===== config.mk =====
export PLATFORM = sky130hd
export DESIGN_NAME = rr_link_scheduler
export DESIGN_NICKNAME = d
export VERILOG_FILES = /design/src/rtl/link_pkg.sv /design/src/rtl/rr_arbiter4.sv /design/src/rtl/rr_link_scheduler.sv
export SDC_FILE = /design/constraint.sdc
export NUM_CORES = 1
export LEC_CHECK = 0
export BUFFER_PORTS_ARGS = -buffer_cell sky130_fd_sc_hd__buf_4
export CAP_MARGIN = 20
export CORE_ASPECT_RATIO = 1.25
export CORE_MARGIN = 5
export CORE_UTILIZATION = 40
export CTS_CLUSTER_SIZE = 16
export DETAILED_ROUTE_END_ITERATION = 7
export PLACE_DENSITY = 0.65
export SLEW_MARGIN = 20
export SYNTH_ARGS = -nofsm -noshare
export SYNTH_HDL_FRONTEND = slang
export SYNTH_SLANG_ARGS = --single-unit

===== constraint.sdc =====
create_clock -name clk -period 4.1 [get_ports clk]
set_input_delay 0.82 -clock clk [delete_from_list [all_inputs] [get_ports clk]]
set_output_delay 0.82 -clock clk [all_outputs]
set_load 0.1 [all_outputs]

===== src/rtl/link_pkg.sv =====
// Shared definitions for the round-robin link scheduler and its arbiter:
// source count, field widths, FSM state type and destination codes.
package link_pkg;

    localparam int unsigned NUM_SRC = 4;
    localparam int unsigned IDX_W   = 2;
    localparam int unsigned DEST_W  = 2;
    localparam int unsigned CNT_W   = 8;
    localparam int unsigned STAT_W  = 8;

    // Destination codes understood by the downstream demux.
    localparam logic [DEST_W-1:0] DEST_LIB    = 2'b00;
    localparam logic [DEST_W-1:0] DEST_FD     = 2'b01;
    localparam logic [DEST_W-1:0] DEST_SCHOOL = 2'b10;
    localparam logic [DEST_W-1:0] DEST_RIBS   = 2'b11;

    typedef enum logic {
        IDLE = 1'b0,
        SEND = 1'b1
    } state_e;

endpackage


===== src/rtl/rr_arbiter4.sv =====
// Combinational 4-way round-robin picker.
// Ports:
//   valid     - per-source request
//   pointer   - index of the last winner; search starts at pointer+1
//   any_valid - at least one request present
//   winner    - index of the selected source (0 when no request)
//   onehot    - one-hot form of winner (all zero when no request)
module rr_arbiter4
    import link_pkg::*;
(
    input  logic [NUM_SRC-1:0] valid,
    input  logic [IDX_W-1:0]   pointer,
    output logic               any_valid,
    output logic [IDX_W-1:0]   winner,
    output logic [NUM_SRC-1:0] onehot
);

    // Walk pointer+1 .. pointer+4; the 2-bit add wraps modulo 4.
    always_comb begin
        logic [IDX_W-1:0] idx;
        any_valid = 1'b0;
        winner    = '0;
        idx       = pointer;
        for (int unsigned k = 1; k <= NUM_SRC; k++) begin
            idx = pointer + IDX_W'(k);
            if (!any_valid && valid[idx]) begin
                any_valid = 1'b1;
                winner    = idx;
            end
        end
        onehot = any_valid ? (NUM_SRC'(1) << winner) : '0;
    end

endmodule


===== src/rtl/rr_link_scheduler.sv =====
// Round-robin scheduler feeding the 4-way destination demux. Grants one
// requesting source at a time and drives mux_output/enable/sel for
// HOLD_CYCLES cycles per transfer; the last hold cycle can accept the next
// request so back-to-back transfers have no enable gap.
// Optional: define RR_LINK_SCHEDULER_STATS_EN to add grant_count, four
// saturating 8-bit per-source acceptance counters.
// Ports:
//   clk, rst_n  - clock, synchronous active-low reset
//   src_data    - packed source words, source i at [i*DATA_W +: DATA_W]
//   src_dest    - packed destination codes, source i at [2i +: 2]
//   src_valid   - per-source request
//   src_ready   - one-hot acceptance pulse, high in the accepting cycle
//   mux_output  - registered data toward demux
//   enable      - high while a transfer is driven
//   sel         - registered destination code toward demux
//   grant_src   - index of the source being sent
//   busy        - high in SEND
//   grant_count - (stats build only) counter i at [8i +: 8]
module rr_link_scheduler
    import link_pkg::*;
#(
    parameter int unsigned DATA_W      = 4,
    parameter int unsigned HOLD_CYCLES = 4
) (
    input  logic                        clk,
    input  logic                        rst_n,
    input  logic [NUM_SRC*DATA_W-1:0]   src_data,
    input  logic [NUM_SRC*DEST_W-1:0]   src_dest,
    input  logic [NUM_SRC-1:0]          src_valid,
    output logic [NUM_SRC-1:0]          src_ready,
    output logic [DATA_W-1:0]           mux_output,
    output logic                        enable,
    output logic [DEST_W-1:0]           sel,
    output logic [IDX_W-1:0]            grant_src,
    output logic                        busy
`ifdef RR_LINK_SCHEDULER_STATS_EN
    ,
    output logic [NUM_SRC*STAT_W-1:0]   grant_count
`endif
);

    state_e              state_q, state_d;
    logic [IDX_W-1:0]    ptr_q, ptr_d;
    logic [CNT_W-1:0]    cnt_q, cnt_d;
    logic [DATA_W-1:0]   mux_q, mux_d;
    logic [DEST_W-1:0]   sel_q, sel_d;
    logic [IDX_W-1:0]    grant_q, grant_d;

    logic                arb_any;
    logic [IDX_W-1:0]    arb_winner;
    logic [NUM_SRC-1:0]  arb_onehot;
    logic                accept_c;

    rr_arbiter4 u_arb (
        .valid     (src_valid),
        .pointer   (ptr_q),
        .any_valid (arb_any),
        .winner    (arb_winner),
        .onehot    (arb_onehot)
    );

    // Next-state logic: accept in IDLE or on the last SEND cycle, else count down.
    always_comb begin
        state_d  = state_q;
        ptr_d    = ptr_q;
        cnt_d    = cnt_q;
        mux_d    = mux_q;
        sel_d    = sel_q;
        grant_d  = grant_q;
        accept_c = 1'b0;

        if (rst_n && arb_any && ((state_q == IDLE) || (cnt_q == '0))) begin
            accept_c = 1'b1;
            state_d  = SEND;
            ptr_d    = arb_winner;
            cnt_d    = CNT_W'(HOLD_CYCLES - 1);
            grant_d  = arb_winner;
            for (int unsigned i = 0; i < NUM_SRC; i++) begin
                if (arb_winner == IDX_W'(i)) begin
                    mux_d = src_data[i*DATA_W +: DATA_W];
                    sel_d = src_dest[i*DEST_W +: DEST_W];
                end
            end
        end else if (state_q == SEND) begin
            if (cnt_q == '0) begin
                // Transfer done with nobody waiting: sel keeps its last code.
                state_d = IDLE;
                mux_d   = '0;
            end else begin
                cnt_d = cnt_q - CNT_W'(1);
            end
        end
    end

    // State and output registers.
    always_ff @(posedge clk) begin
        if (!rst_n) begin
            state_q <= IDLE;
            ptr_q   <= IDX_W'(NUM_SRC - 1);
            cnt_q   <= '0;
            mux_q   <= '0;
            sel_q   <= '0;
            grant_q <= '0;
        end else begin
            state_q <= state_d;
            ptr_q   <= ptr_d;
            cnt_q   <= cnt_d;
            mux_q   <= mux_d;
            sel_q   <= sel_d;
            grant_q <= grant_d;
        end
    end

    // Ready must be seen by the source in the same cycle it is accepted.
    assign src_ready  = accept_c ? arb_onehot : '0;
    assign mux_output = mux_q;
    assign sel        = sel_q;
    assign grant_src  = grant_q;
    assign enable     = (state_q == SEND);
    assign busy       = (state_q == SEND);

`ifdef RR_LINK_SCHEDULER_STATS_EN
    logic [NUM_SRC*STAT_W-1:0] stat_q, stat_d;

    // Saturating per-source acceptance counters.
    always_comb begin
        stat_d = stat_q;
        for (int unsigned i = 0; i < NUM_SRC; i++) begin
            if (src_ready[i] && (stat_q[i*STAT_W +: STAT_W] != '1)) begin
                stat_d[i*STAT_W +: STAT_W] = stat_q[i*STAT_W +: STAT_W] + STAT_W'(1);
            end
        end
    end

    always_ff @(posedge clk) begin
        if (!rst_n) begin
            stat_q <= '0;
        end else begin
            stat_q <= stat_d;
        end
    end

    assign grant_count = stat_q;
`endif

endmodule


# After elaboration in Yosys (flattened, before gate mapping)
# Index checks and enable logic that the tools add are counted.
# word_totals
regBits,19
latchBits,0
ram_bits,0
romBits,0
output_inout_bits,14
memories,0
# classes
addsub,4
mul,0
div_mod_pow,0
order_cmp,4
n_eq_ne,5
shifts,1
n_mux,36
n_bitwise,3
n_reduce_logical,19
# ops
op,n
two-way mux 4 bit,9
two-way mux 2 bit,11
less-than comparator 2 x 3 -> 1 bit (second input constant),4
two-way mux 1 bit,12
binary-select mux 1 bit (select 2 bit),4
logical NOT 8 bit,1
subtractor 8 x 1 -> 8 bit (second input constant),1
AND reduction 2 bit,3
logical AND 1 bit,5
!= test 5 x 1 -> 1 bit (second input constant),1
adder 2 bit (second input constant),2
equality test 2 bit (second input constant),2
nonzero test 2 bit,2
nonzero test 4 bit,1
left shift 1 x 2 -> 4 bit (first input constant),1
logical NOT 1 bit,3
NOT 1 bit,3
AND reduction 3 bit,1
adder 2 x 1 -> 2 bit (second input constant),1
equality test 2 x 1 -> 1 bit (second input constant),1
logical NOT 2 bit,1
!= test 2 bit (second input constant),1
OR reduction 2 bit,1
logical OR 1 bit,1

# Depth between registers and ports, before layout
# depth
ltp_word,19
depth_mapped,10

# Modules after synthesis
# From an unflattened synthesis, not the netlist that was laid out.
# unflattened
hier_cells,162
hier_area_um2,1316.3
# modules_own_cells
mod,instances,cells_per_inst,area_per_inst_um2
rr_link_scheduler,1,132,1114.8
rr_arbiter4,1,30,201.4

# Worst setup path before layout
# Ideal clock, no wire load.
# synth_path
kind,input to output
start,in src_valid[3]
end,out src_ready[2]
arrival_time_ns,2.707
required_time_ns,3.280
slack_ns,0.573
cell_stages,6
path_buffers,1
cell_sequence,inv_1 -> o22ai_1 -> a211oi_1 -> ha_1 -> clkbuf_1 -> and2_1
# synth_between
elab_chain_cells,16
elab_cells_between_ends,28
# synth_rtl
element,line_no,text
from (decl),rr_link_scheduler.sv:29,"input logic [NUM_SRC-1:0] src_valid,"
binary-select mux 1 bit (select 2 bit),rr_arbiter4.sv:26,if (!any_valid && valid[idx]) begin
two-way mux 1 bit (implied by the code),rr_arbiter4.sv:26,
two-way mux 1 bit,rr_arbiter4.sv:26,
logical NOT 1 bit,rr_arbiter4.sv:26,
logical AND 1 bit,rr_arbiter4.sv:26,
two-way mux 1 bit,rr_arbiter4.sv:26,
logical NOT 1 bit,rr_arbiter4.sv:26,
logical AND 1 bit,rr_arbiter4.sv:26,
two-way mux 1 bit,rr_arbiter4.sv:26,
logical NOT 1 bit,rr_arbiter4.sv:26,
logical AND 1 bit,rr_arbiter4.sv:26,
two-way mux 1 bit,rr_arbiter4.sv:26,
logical AND 1 bit (2 in series),rr_link_scheduler.sv:72,if (rst_n && arb_any && ((state_q == IDLE) || (cnt_q == '0))) begin
two-way mux 1 bit,rr_link_scheduler.sv:72,
two-way mux 4 bit *,rr_link_scheduler.sv:115,assign src_ready = accept_c ? arb_onehot : '0;
to (decl),rr_link_scheduler.sv:30,"output logic [NUM_SRC-1:0] src_ready,"
# Mark *: on every way between the ends. The rest lies on a longest branch, timed or not. The select of a mux whose other input is x is not followed.

# Final worst setup path
# Ends and elaborated chain as after synthesis.

==> impl_metrics.yaml <==
outcome:
  outcome: "complete, no violations"
logic_synthesis:
  muxShareOfSynthArea: 0.166
  synth.top_cell.area_share: 0.320
  synth_cells: 134
  netlist.top_cell.by_area: "sky130_fd_sc_hd__dfxtp_1"
  synthTopCellsByArea: "sky130_fd_sc_hd__dfxtp_1, sky130_fd_sc_hd__mux2i_1, sky130_fd_sc_hd__mux2_2"
  synth_xor_xnor_area_share: 0.00737
  synth-compound-area-share: 0.185
  syn-num-nets: 169
  yosys_warnings: 0
  postSynthAreaPerCell_um2: 8.87
  synth.cells.most_frequent: "sky130_fd_sc_hd__dfxtp_1, sky130_fd_sc_hd__nand2_1, sky130_fd_sc_hd__mux2i_1"
  synth_fa_ha_area_frac: 0.0526
  synthDistinctLibCells: 34
  yosys_most_used_dff: "sky130_fd_sc_hd__dfxtp_1"
  syn_area_um2: 1190
  synth-async-reset-ratio: 0
  synth_simple_gate_area_share: 0.222
  seq_area_frac_synth: 0.320
  number_of_flops_mapped_to_enable_cells_by_yosys: 0
  synth_most_common_cell: "sky130_fd_sc_hd__dfxtp_1"
  dominant_combinational_cell_family_by_area_after_synthesis: "simple AND/OR/NAND/NOR gates"
  synth_seq_cells: 19
cts:
  cts_sinks: 19
  worstSkewPairLatency_ns: 0.29
  tritoncts.num_buffers: 3
  h-tree-depth: 1
  clockBufferDepth: 2
  number_of_buffers_added_to_fix_hold_violations_after_cts: 0
  cts_root_buffer: "sky130_fd_sc_hd__clkbuf_4"
  cts_tree: "yes"
  post_cts_resized: 0
  post_cts_setup_repair_buffer_count: 0
  path_clk_slew_ns: 0.10
floorplan:
  fp.dieArea_um2: 4170
  design.portCount: 44
  die_y_um: 70.9
  rows: 22
  floorplan.initialDensity: 0.411
  die-width_um: 58.8
  core_area_um2: 2890
final_layout:
  diodes: 0
  layout.nets: 211
  post-route-cell-area_um2: 1560
  utilization: 0.539
  synthesis_to_layout_area_growth_pct: 31.1
  final_layout_size_suffix_gt1_frac: 0.331
global_routing:
  grt_antenna_before_repair: 0
  grt_pass1_wl_um: 4570
  gr_util_all_layers: 0.136
  via_count_of_the_first_global_routing_pass: 1126
  grt-ovfl-total: 0
  pin_count_of_the_biggest_net_entering_global_routing: 17
route:
  post-route-drc-count: 0
  drtAntennaViolNets: 0
  detailedRoute.firstPassIterationCount: 4
  wire_per_inst_um: 12.8
  totalWireLength_um: 2710
  routed-via-count: 1106
  routed_via_density: 5.24
  drt-initial-drc-count: 19
critical_path:
  required_ns: 3.28
  cp_max_fo: 13
  arrival_ns: 2.62
  cp-end-kind: "primary output"
  type_of_element_launching_the_critical_path: "input pin"
  reg2reg_depth: 9
  crit_type: "input pin to primary output"
sta:
  worst_clock_skew_ns: 0.00346
  report.final.slew_viol_count: 0
  finalCriticalPeriod_ns: 3.44
  setup_viol_count_final: 0
  final_min_period_over_clock_period: 0.839
  fin_setup_tns_ns: 0
  finalHoldViolCount: 0
  slew_headroom: 0.452
  worstMarginPinSlew_ns: 0.820
  finalWorstSetupSlack_ns: 0.658
  rsz0062_at_grt: "false"
  achievable-frequency_ghz: 0.291
flow_run:
  maxCapViolations: 0
min_path:
  holdPathStages: 2
  worstHoldPathType: "flip-flop to flip-flop"
pwr:
  total_power_uw: 687
  power.density_nw_per_um2: 441
  static-leakage-power_uw: 0.000702
  max-vdd-ir-drop_uv: 248
placed_design:
  dp_slack_ns: 0.645
  finalWeightedCongestion: 0.775
  postPlaceCellArea_um2: 1530
  hpwl_um: 2190
  port_buffers: 43
cell usage in the layout, fill, tap and decap left out, drive strengths merged, types with 2 or more instances in the layout:
cell type | synthesis | layout
buf | 3 | 44
nor3 | 2 | 2
dfxtp | 19 | 19
o21a | 2 | 2
nor4 | 3 | 3
a22o | 6 | 6
nor2 | 6 | 6
nand2 | 15 | 15
o211a | 2 | 2
a21oi | 3 | 3
mux2 | 6 | 6
nor3b | 3 | 3
o221ai | 2 | 2
o21ai | 11 | 11
nor2b | 3 | 3
and2 | 5 | 5
ha | 5 | 5
nand2b | 3 | 3
clkbuf | 4 | 4
mux2i | 13 | 13
a211oi | 3 | 3
or3b | 2 | 2
inv | 6 | 6
where the power goes:
part | switching, uW | internal (uW)
registers | 19.4 | 210
logic | 246 | 122
clock network | 52.6 | 37.8
total | 318 | 370
logic make-up (layout without fill, tap and decap cells):
logic type	Yosys count	after routing
AO/OA/AOI/OAI	32	32
XOR/XNOR	1	1
adder cells (fa/ha/maj)	5	5
buffers and inverters	13	54
flip-flops	19	19
multiplexers	19	19
AND/OR/NAND/NOR	45	45
flip-flops by register name (all words and copies together), names as in the netlist:
register and count:
ptr_q 2, mux_output 4, sel 2, grant_src 2, busy 1, cnt_q 8
critical path, cell delays in order:
cell                       delay (ns)
sky130_fd_sc_hd__buf_4           0.13
sky130_fd_sc_hd__inv_1           0.09
sky130_fd_sc_hd__o22ai_1         0.08
sky130_fd_sc_hd__a211oi_1        0.56
sky130_fd_sc_hd__ha_1            0.47
sky130_fd_sc_hd__and2_1          0.18
sky130_fd_sc_hd__buf_4           0.28
cell type report:
| cell class | instances | area, um^2 |
|---|---|---|
| tap | 36 | 45.0 |
| fill | 278 | 1330 |
| timing repair buffer | 44 | 330 |
| inverter | 6 | 22.5 |
| clock buffer | 4 | 26.3 |
| sequential | 19 | 380 |
| multi-input combinational | 102 | 753 |
layer usage:
metal | up-vias | wire [um] | global-route usage
li1 | 563 | - | -
met1 | 495 | 1120 | 0.149
met2 | 41 | 1300 | 0.232
met3 | 7 | 220 | 0.0493
met4 | 0 | 61 | 0.0554
met5 | - | 0 | 0
metrics by stage:
stage / cells / hold slack (ns)
5_1_grt: 211 / 0.505
6_report: 211 / 0.477
3_3_place_gp: 207 / 0.451
2_1_floorplan: 134 / 0.487
4_1_cts: 211 / 0.477
3_5_place_dp: 207 / 0.454
final timing paths:
check / startpoint / end / slack [ns]
hold / removal: grant_src[0]$_SDFFE_PN0P_ / grant_src[0]$_SDFFE_PN0P_ / 0.48
hold reg to reg: grant_src[0]$_SDFFE_PN0P_ / grant_src[0]$_SDFFE_PN0P_ / 0.48
setup reg to reg: ptr_q[0]$_SDFFE_PN1P_ / mux_output[0]$_SDFFE_PN0P_ / 1.49
setup / recovery: src_valid[3] / src_ready[2] / 0.66
No activity file was read; power rests on OpenSTA's default activity.
